$ cat config.mk
export PLATFORM = sky130hd
export DESIGN_NAME = uart_rx
export DESIGN_NICKNAME = d
export VERILOG_FILES = /design/src/rtl/uart_pkg.sv /design/src/rtl/uart_baud_gen.sv /design/src/rtl/uart_rx.sv
export SDC_FILE = /design/constraint.sdc
export NUM_CORES = 1
export LEC_CHECK = 0
export CORE_MARGIN = 4
export CORE_UTILIZATION = 48
export DETAILED_ROUTE_END_ITERATION = 16
export PLACE_DENSITY_LB_ADDON = 0.05
export SLEW_MARGIN = 20
export SYNTH_ARGS = -nofsm -noshare
export SYNTH_HDL_FRONTEND = slang
export SYNTH_SLANG_ARGS = --single-unit
$ cat constraint.sdc
create_clock -name clk_i -period 1.8 [get_ports clk_i]
set_input_delay 0.27 -clock clk_i [delete_from_list [all_inputs] [get_ports clk_i]]
set_output_delay 0.27 -clock clk_i [all_outputs]
set_load 0.01 [all_outputs]
$ cat src/rtl/uart_pkg.sv
// Shared UART definitions: FSM state encoding, oversampling constants, divider width.
package uart_pkg;

  typedef enum logic [1:0] {
    Idle,
    Start,
    Data,
    Stop
  } uart_state_t;

  localparam int unsigned OVERSAMPLE = 16;
  localparam int unsigned SCNT_W     = $clog2(OVERSAMPLE);
  localparam int unsigned DIV_W      = 11;

  localparam logic [SCNT_W-1:0] MID_SAMPLE  = SCNT_W'(7);
  localparam logic [SCNT_W-1:0] LAST_SAMPLE = SCNT_W'(15);

  function automatic logic majority3(input logic [2:0] s);
    return (s[0] & s[1]) | (s[0] & s[2]) | (s[1] & s[2]);
  endfunction

endpackage

$ cat src/rtl/uart_baud_gen.sv
// Free-running 16x oversampling tick generator, common to the UART TX and RX sides.
module uart_baud_gen
  import uart_pkg::*;
(
  input  logic             clk_i,
  input  logic             rst_ni,
  input  logic [DIV_W-1:0] div_i,
  output logic             tick_o
);

  logic [DIV_W-1:0] cnt_q, cnt_d;

  assign tick_o = (cnt_q == div_i);

  always_comb begin
    cnt_d = cnt_q + 1'b1;
    if (tick_o) cnt_d = '0;
  end

  always_ff @(posedge clk_i) begin
    if (!rst_ni) cnt_q <= '0;
    else         cnt_q <= cnt_d;
  end

endmodule

$ cat src/rtl/uart_rx.sv
// 8N1 UART receiver with 16x oversampling, centre sampling and framing-error detection.
// Build option: UART_RX_MAJORITY_EN selects 3-tick majority voting for each bit decision.
module uart_rx
  import uart_pkg::*;
#(
  parameter int unsigned SYNC_STAGES = 2
) (
  input  logic             clk_i,
  input  logic             rst_ni,
  input  logic [DIV_W-1:0] div_i,
  input  logic             rx_i,
  output logic [7:0]       data_o,
  output logic             rx_valid_o,
  output logic             frame_err_o,
  output logic             busy_o
);

  logic tick;

  uart_baud_gen u_baud_gen (
    .clk_i  (clk_i),
    .rst_ni (rst_ni),
    .div_i  (div_i),
    .tick_o (tick)
  );

  // Synchroniser and edge detector, preset to the idle-high line level.
  logic [SYNC_STAGES-1:0] sync_q;
  logic                   prev_q;
  logic                   rx_s;
  logic                   fall;

  assign rx_s = sync_q[SYNC_STAGES-1];
  assign fall = prev_q & ~rx_s;

  always_ff @(posedge clk_i) begin
    if (!rst_ni) begin
      sync_q <= '1;
      prev_q <= 1'b1;
    end else begin
      sync_q <= {sync_q[SYNC_STAGES-2:0], rx_i};
      prev_q <= rx_s;
    end
  end

  logic bit_b;

`ifdef UART_RX_MAJORITY_EN
  // Only the two older samples are stored; the current one completes the window.
  logic [1:0] hist_q, hist_d;
  logic [2:0] window;

  assign window = {hist_q, rx_s};
  assign bit_b  = majority3(window);

  always_comb begin
    hist_d = hist_q;
    if (tick) hist_d = window[1:0];
  end

  always_ff @(posedge clk_i) begin
    if (!rst_ni) hist_q <= '1;
    else         hist_q <= hist_d;
  end
`else
  assign bit_b = rx_s;
`endif

  uart_state_t       state_q, state_d;
  logic [SCNT_W-1:0] scnt_q, scnt_d;
  logic [2:0]        bcnt_q, bcnt_d;
  logic [7:0]        shift_q, shift_d;
  logic [7:0]        data_q, data_d;
  logic              valid_q, valid_d;
  logic              ferr_q, ferr_d;

  always_comb begin
    state_d = state_q;
    scnt_d  = scnt_q;
    bcnt_d  = bcnt_q;
    shift_d = shift_q;
    data_d  = data_q;
    valid_d = 1'b0;
    ferr_d  = 1'b0;
    unique case (state_q)
      Idle: begin
        if (fall) begin
          state_d = Start;
          scnt_d  = '0;
        end
      end
      Start: begin
        if (tick) begin
          if (scnt_q == MID_SAMPLE) begin
            scnt_d = '0;
            if (bit_b) begin
              state_d = Idle;
            end else begin
              state_d = Data;
              bcnt_d  = '0;
            end
          end else begin
            scnt_d = scnt_q + 1'b1;
          end
        end
      end
      Data: begin
        if (tick) begin
          if (scnt_q == LAST_SAMPLE) begin
            shift_d = {bit_b, shift_q[7:1]};
            scnt_d  = '0;
            if (bcnt_q == 3'd7) state_d = Stop;
            else                bcnt_d  = bcnt_q + 1'b1;
          end else begin
            scnt_d = scnt_q + 1'b1;
          end
        end
      end
      Stop: begin
        if (tick) begin
          if (scnt_q == LAST_SAMPLE) begin
            data_d  = shift_q;
            valid_d = bit_b;
            ferr_d  = ~bit_b;
            scnt_d  = '0;
            state_d = Idle;
          end else begin
            scnt_d = scnt_q + 1'b1;
          end
        end
      end
      default: state_d = Idle;
    endcase
  end

  always_ff @(posedge clk_i) begin
    if (!rst_ni) begin
      state_q <= Idle;
      scnt_q  <= '0;
      bcnt_q  <= '0;
      shift_q <= '0;
      data_q  <= '0;
      valid_q <= 1'b0;
      ferr_q  <= 1'b0;
    end else begin
      state_q <= state_d;
      scnt_q  <= scnt_d;
      bcnt_q  <= bcnt_d;
      shift_q <= shift_d;
      data_q  <= data_d;
      valid_q <= valid_d;
      ferr_q  <= ferr_d;
    end
  end

  assign data_o      = data_q;
  assign rx_valid_o  = valid_q;
  assign frame_err_o = ferr_q;
  assign busy_o      = (state_q != Idle);

endmodule

==> reports/qor.csv, run 1 <==
metric,value,unit
grt_max_degree,19,
core-area,3660,um^2
hp-class,flop to flop,
power_leakage,1.10,nW
wire_per_inst,13.5,um
crit_type,flop to flop,
multi_input_area,1020,um^2
netlist_area,1810,um^2
drt_first_iter_violations,65,
dieWidth,69.4,um
htree_levels,2,
avgSynthCellArea,9.33,um^2
fin_ws,-0.148,ns
status,"finished, violations left",
synth_top_area_cell,dfxtp_1,
yosys.area_share.simple,0.218,
yosysUniqueCellTypes,37,
seq_area_frac_synth,0.453,
crit_chain,"xnor2_1, nand4_1, or3_4, or3b_1, buf_6, mux2i_1",
viasPerCell,5.14,
powerDensity,709,nW/um^2
layout-drive-gt1-share,0.247,
nets,264,
drc_errors,0,
hold_violations,0,
ys_seq_elements,41,
die_h,69.4,um
vdd_drop_max,0.554,mV
worstMarginPinSlew,0.364,ns
start_util,0.495,
fmax,0.513,GHz
regArea,833,um^2
p_total,1.80,mW
maxSlewViolCount,0,
synth_xor_area_frac,0.102,
synthArstFlopShare,0,
placementRows,22,
synth_top_area_frac,0.453,
synth_cells,194,
holdBufCountCts,0,
cts.sinks,41,
synth.area.top_cells,"dfxtp_1, mux2i_1, nand2_1",
areaGrowthSynthToFinish,40.6,%
root_buffer,clkbuf_8,
diodes,0,
antenna_found_initial,0,
dp_hpwl,2820,um
end_kind,flop,
finalSetupViolCount,27,
yosysWarnings,0,
postRouteAntennaNets,0,
period_share,1.08,
first_pass_iters,4,
overflow,0,
post-route-min-period,1.95,ns
drt-total-wl,3990,um
slowest_delay,0.45,ns
failed_checks,setup timing,
grt_pass1_wl,6620,um
slowest_stage,or3_4,
synthesis.nets,212,
finalClockSkew,0.00716,ns
gp_congestion,0.842,
first_global_vias,1515,
portBuffers,24,
yosys_most_used_dff,dfxtp_1,
synth-compound-area-share,0.0574,
clkTransAtPathRegs,0.08,ns
grt_setup_unrepaired,yes,
cts_made_buffers,5,
ys_top_cells_by_count,"dfxtp_1, nand2_1, mux2i_1",
critPathArrivalTime,2.13,ns
crit_fanout,8,
track_usage,0.169,
timing.slew.headroom,0.756,
holdWs,0.411,ns
maxCapViolations,0,
design.portCount,25,
cts_tree,built,
floorplan.die_area,4820,um^2
clock_latency,0.29,ns
startpoint_type,flop,
synthAdderAreaFrac,0.0276,
synth_mux_area_frac,0.111,
yosysMostFrequentCell,dfxtp_1,
cts_buffer_depth,2,
synth_edf_count,0,
via_count,1517,
synth_top_family_by_area,simple AND/OR/NAND/NOR gates,
cp.required,1.98,ns
fill_cells,283,
metrics by stage:
step | TNS (ns) | utilization | setup WS [ns] | area [um^2] | std cells
global route | -4.50 | 0.695 | -0.239 | 2540 | 295
CTS | -1.30 | 0.670 | -0.200 | 2450 | 294
detailed placement | -13.78 | 0.624 | -0.540 | 2290 | 283
global placement | -12.32 | 0.624 | -0.480 | 2290 | 283
floorplan | -0.0194 | - | -0.0194 | 1830 | 194
finish | -2.61 | 0.695 | -0.148 | 2540 | 295
flip-flops by register name (all words and copies together), names as in the netlist, named ones only:
name	flops
shift_q	8
state_q	1
rx_valid_o	1
sync_q	2
data_o	8
frame_err_o	1
bcnt_q	3
u_baud_gen.cnt_q	11
prev_q	1
scnt_q	4
placed cells by master (no fill, tap or decap), drive strengths merged, types with 2 or more instances in the layout:
cell type and count:
and3 3, o21ai 4, nor2 14, a21boi 2
clkbuf 7, nand4 5, dlymetal6s2s 2, nor3 2
xor2 9, dlygate4sd2 8, ha 4, nand2 30
xnor2 12, dfxtp 41, inv 5, nand2b 5
nand3 9, buf 28, nand3b 2, mux2i 20
clkdlybuf4s50 14, or3 3
cell families after synthesis:
logic type,Yosys count
adders and majority gates,4
and+or+nand+nor,80
AOI/OAI and AO/OA,15
muxes,20
buffers and inverters,13
xor gates and xnor gates,21
DFF,41
final timing paths:
check | from | to | slack [ns] | depth (start not counted)
setup / recovery | u_baud_gen.cnt_q[2] | shift_q[1] | -0.15 | 6
hold / removal | sync_q[0] | sync_q[1] | 0.41 | 1
setup reg to reg | u_baud_gen.cnt_q[2] | shift_q[1] | -0.15 | 6
hold reg to reg | sync_q[0] | sync_q[1] | 0.41 | 1
metal layers:
metal	track usage	wire, um
met4	0.0586	34
met2	0.291	2050
met1	0.197	1760
met3	0.0507	146
met5	0	0
power by group:
part	leakage (nW)	total [mW]	internal [mW]	switching (mW)
sequential	0.335	0.923	0.916	0.00739
combinational	0.710	0.146	0.0773	0.0687
clock	0.0554	0.735	0.416	0.319
worst max-delay path, delay by kind of cell, from the launching register on:
family | cells | cell delay [ns]
xor gates and xnor gates | 1 | 0.19
DFF | 1 | 0.33
and+or+nand+nor | 3 | 1.03
buffers and inverters | 1 | 0.16
muxes | 1 | 0.12
timing repair:
action                                 CTS  global route
endpoints found under the hold margin    0             0
setup endpoints to repair               24            34
setup buffers                            2             0
pin swaps                               17            13
resized for setup                       19            18
gates cloned                             1             1
final cells by class:
cell class / count / area share
sequential: 41 / 0.327
tap: 48 / 0.0236
clock buffer: 6 / 0.0285
clock inverter: 2 / 0.0152
multi-input combinational: 140 / 0.401
timing repair buffer: 53 / 0.197
inverter: 5 / 0.00737
(Power assumes the default switching activity.)
==> run 2, diff against run 1 <==
ABC_AREA = 1   (was not set)
CORE_UTILIZATION = 49   (was 48)
CTS_BUF_LIST = sky130_fd_sc_hd__clkbuf_8 sky130_fd_sc_hd__clkbuf_16   (was not set)
==> reports/qor.csv, run 2 <==
metric,value,unit,change
status,finished clean,,
die_h,70.6,um,+1.8%
clock_latency,0.29,ns,about the same
dpl_cell_area,2280,um^2,about the same
seq_area_frac_synth,0.427,,-0.0265
yosysWarnings,0,,unchanged
yosys_most_used_dff,dfxtp_1,,
floorplan.die_area,4990,um^2,+3.6%
antenna_found_initial,0,,unchanged
cp_common_cell,nand2_1,,
post-route-min-period,1.61,ns,-0.338 ns
synth_edf_count,0,,unchanged
ys_top_cells_by_count,"nand2_1, dfxtp_1, a21oi_1, nand3_1, nor2_1",,
avgSynthCellArea,7.28,um^2,-22%
synthesis.nets,282,,+33%
timing.slew.headroom,0.789,,+0.0330
final_cell_mix,"nand2_1, dfxtp_1, nand3_1, a21oi_1, nor2_1",,
synth_top_area_cell,dfxtp_1,,
track_usage,0.162,,-0.00620
finalSetupViolCount,0,,-100%
synth_top_area_frac,0.427,,-0.0265
dp_hpwl,2760,um,-2.1%
setup_tns,0,ns,+2.61 ns
cp_num_cells,12,,+6
critPathArrivalTime,1.80,ns,-0.33 ns
postRouteAntennaNets,0,,unchanged
grt_setup_unrepaired,no,,
cts_tree,built,,
finalClockSkew,0.00288,ns,-0.00428 ns
worstMarginPinSlew,0.314,ns,-0.0495 ns
ys_seq_elements,41,,unchanged
slowest_stage,clkdlybuf4s50_1,,
layout_commonest_cell,nand2_1,,
grt_max_degree,17,,-2
endpoint,data_o[4],,
diodes,0,,unchanged
p_total,1.81,mW,+0.23%
placedCellCount,342,,+21%
drc_errors,0,,unchanged
first_pass_iters,4,,unchanged
hp-class,flop to flop,,
start_util,0.518,,+0.0230
via_count,1701,,+12%
cp_num_buf_inv,2,,+1
root_buffer,clkbuf_8,,
cp-startpoint,div_i[8],,
cts_buffer_depth,2,,unchanged
vdd_drop_max,0.617,mV,+11%
holdWs,0.416,ns,+0.00487 ns
grt_pass1_wl,6620,um,+0.11%
overflow,0,,unchanged
reg2regPathDepth,8,,+2
crit_chain,"clkdlybuf4s50_1, inv_1, nand2_1, nand2_1, nor2_1, nand2_1, nor2_4, nand2_4, nor2_8, nand2_1, nand2_1, a21oi_2",,
post_cts_buffers,0,,-2
gp_congestion,0.808,,-4.0%
end_kind,flop,,
rr_endpoint,u_baud_gen.cnt_q[10],,
design_area,2410,um^2,-5.2%
r2r_slack,0.21,ns,+0.36 ns
core-area,3720,um^2,+1.5%
portBuffers,24,,unchanged
maxSlewViolCount,0,,unchanged
clkTransAtPathRegs,0.08,ns,about the same
fmax,0.621,GHz,+21%
hold_violations,0,,unchanged
synth.area.top_cells,"dfxtp_1, nand2_1, a21oi_1",,
crit_type,input pin to flop,,
synthArstFlopShare,0,,unchanged
wire_per_inst,10.8,um,-20%
stdcell_count,350,,+19%
drt_first_iter_violations,133,,+100%
holdBufCountCts,0,,unchanged
crit_fanout,8,,unchanged
power_leakage,1.03,nW,-6.8%
cp_top_family,simple AND/OR/NAND/NOR gates,,
yosysUniqueCellTypes,31,,-16%
r2r-start,u_baud_gen.cnt_q[0],,
cts_made_buffers,5,,unchanged
powerDensity,749,nW/um^2,+5.7%
htree_levels,2,,unchanged
largest_reg_flops,11,,unchanged
synth_cells,264,,+36%
period_share,0.894,,-0.188
fill_cells,362,,+28%
cp.required,1.99,ns,about the same
netlist_area,1920,um^2,+6.2%
design.portCount,25,,unchanged
cts.sinks,41,,unchanged
areaGrowthSynthToFinish,25.5,%,
regMostFlops,u_baud_gen.cnt_q,,
nets,319,,+21%
first_global_vias,1486,,-1.9%
layout-drive-gt1-share,0.129,,-0.118
maxCapViolations,0,,unchanged
slowest_delay,0.47,ns,+0.02 ns
startpoint_type,input pin,,
dieWidth,70.6,um,+1.8%
drt-total-wl,3780,um,-5.3%
placementRows,22,,unchanged
viasPerCell,4.86,,-5.5%
yosysMostFrequentCell,nand2_1,,
-- run 2: changes by cell type after synthesis, sizes merged, moves of 3 or more --
cell	previous run	this run
a21oi	1	28
inv	5	28
mux2i	20	0
and3	3	0
or2	0	5
o21ai	4	7
xnor2	12	5
or3	3	0
nand2b	5	0
nand3	9	27
nand2	30	65
xor2	9	3
nor2	14	31
-- run 2: repair_timing --
action	4_1_cts	5_1_grt
resized for setup	2	4
endpoints found under the setup margin	1	3
hold endpoints to repair	0	0
-- run 2: worst min path at each step --
stage                    from         to  slack, ns  cells after the start
floorplan              rst_ni     prev_q       0.36                      1
global placement    sync_q[0]  sync_q[1]       0.39                      1
detailed placement  sync_q[0]  sync_q[1]       0.40                      1
CTS                 sync_q[0]  sync_q[1]       0.42                      1
global route        sync_q[0]  sync_q[1]       0.43                      1
finish              sync_q[0]  sync_q[1]       0.42                      1
-- run 2: cell families after synthesis --
kind of cell    share of synthesized area
compound gates                      0.105
xor+xnor                           0.0364
flops                               0.427
buf+inv                            0.0820
fa+ha+maj                          0.0260
simple gates                        0.323
-- run 2: metal layers --
layer / GRT usage / share of wire
met1: 0.231 / 0.51
met2: 0.236 / 0.44
met3: 0.0582 / 0.045
met4: 0.0376 / 0.010
met5: 0 / 0
-- run 2: metrics by stage --
step	util	setup slack (ns)
global route	0.649	0.0180
detailed placement	0.615	-0.138
global placement	0.615	-0.156
finish	0.649	0.190
CTS	0.647	0.0188
floorplan	-	0.335
-- run 2: area by class of cell --
| type | count | area [um^2] | area share |
|---|---|---|---|
| clock inverters | 2 | 33.8 | 0.0140 |
| well taps | 48 | 60.1 | 0.0249 |
| multi-input cells | 187 | 950 | 0.393 |
| flip-flops and latches | 41 | 826 | 0.342 |
| inverters | 29 | 109 | 0.0451 |
| clock buffers | 6 | 82.6 | 0.0342 |
| repair buffers | 37 | 353 | 0.146 |
-- run 2: report_power, final --
part	switching (mW)	internal (mW)
Clock	0.307	0.446
Combinational	0.0599	0.0637
Sequential	0.0136	0.917
==> run 3, diff against run 2 <==
CTS_CLUSTER_DIAMETER = 100   (was not set)
==> results of run 3 <==
The final DEF is identical to that of run 2; final timing and power are the same.
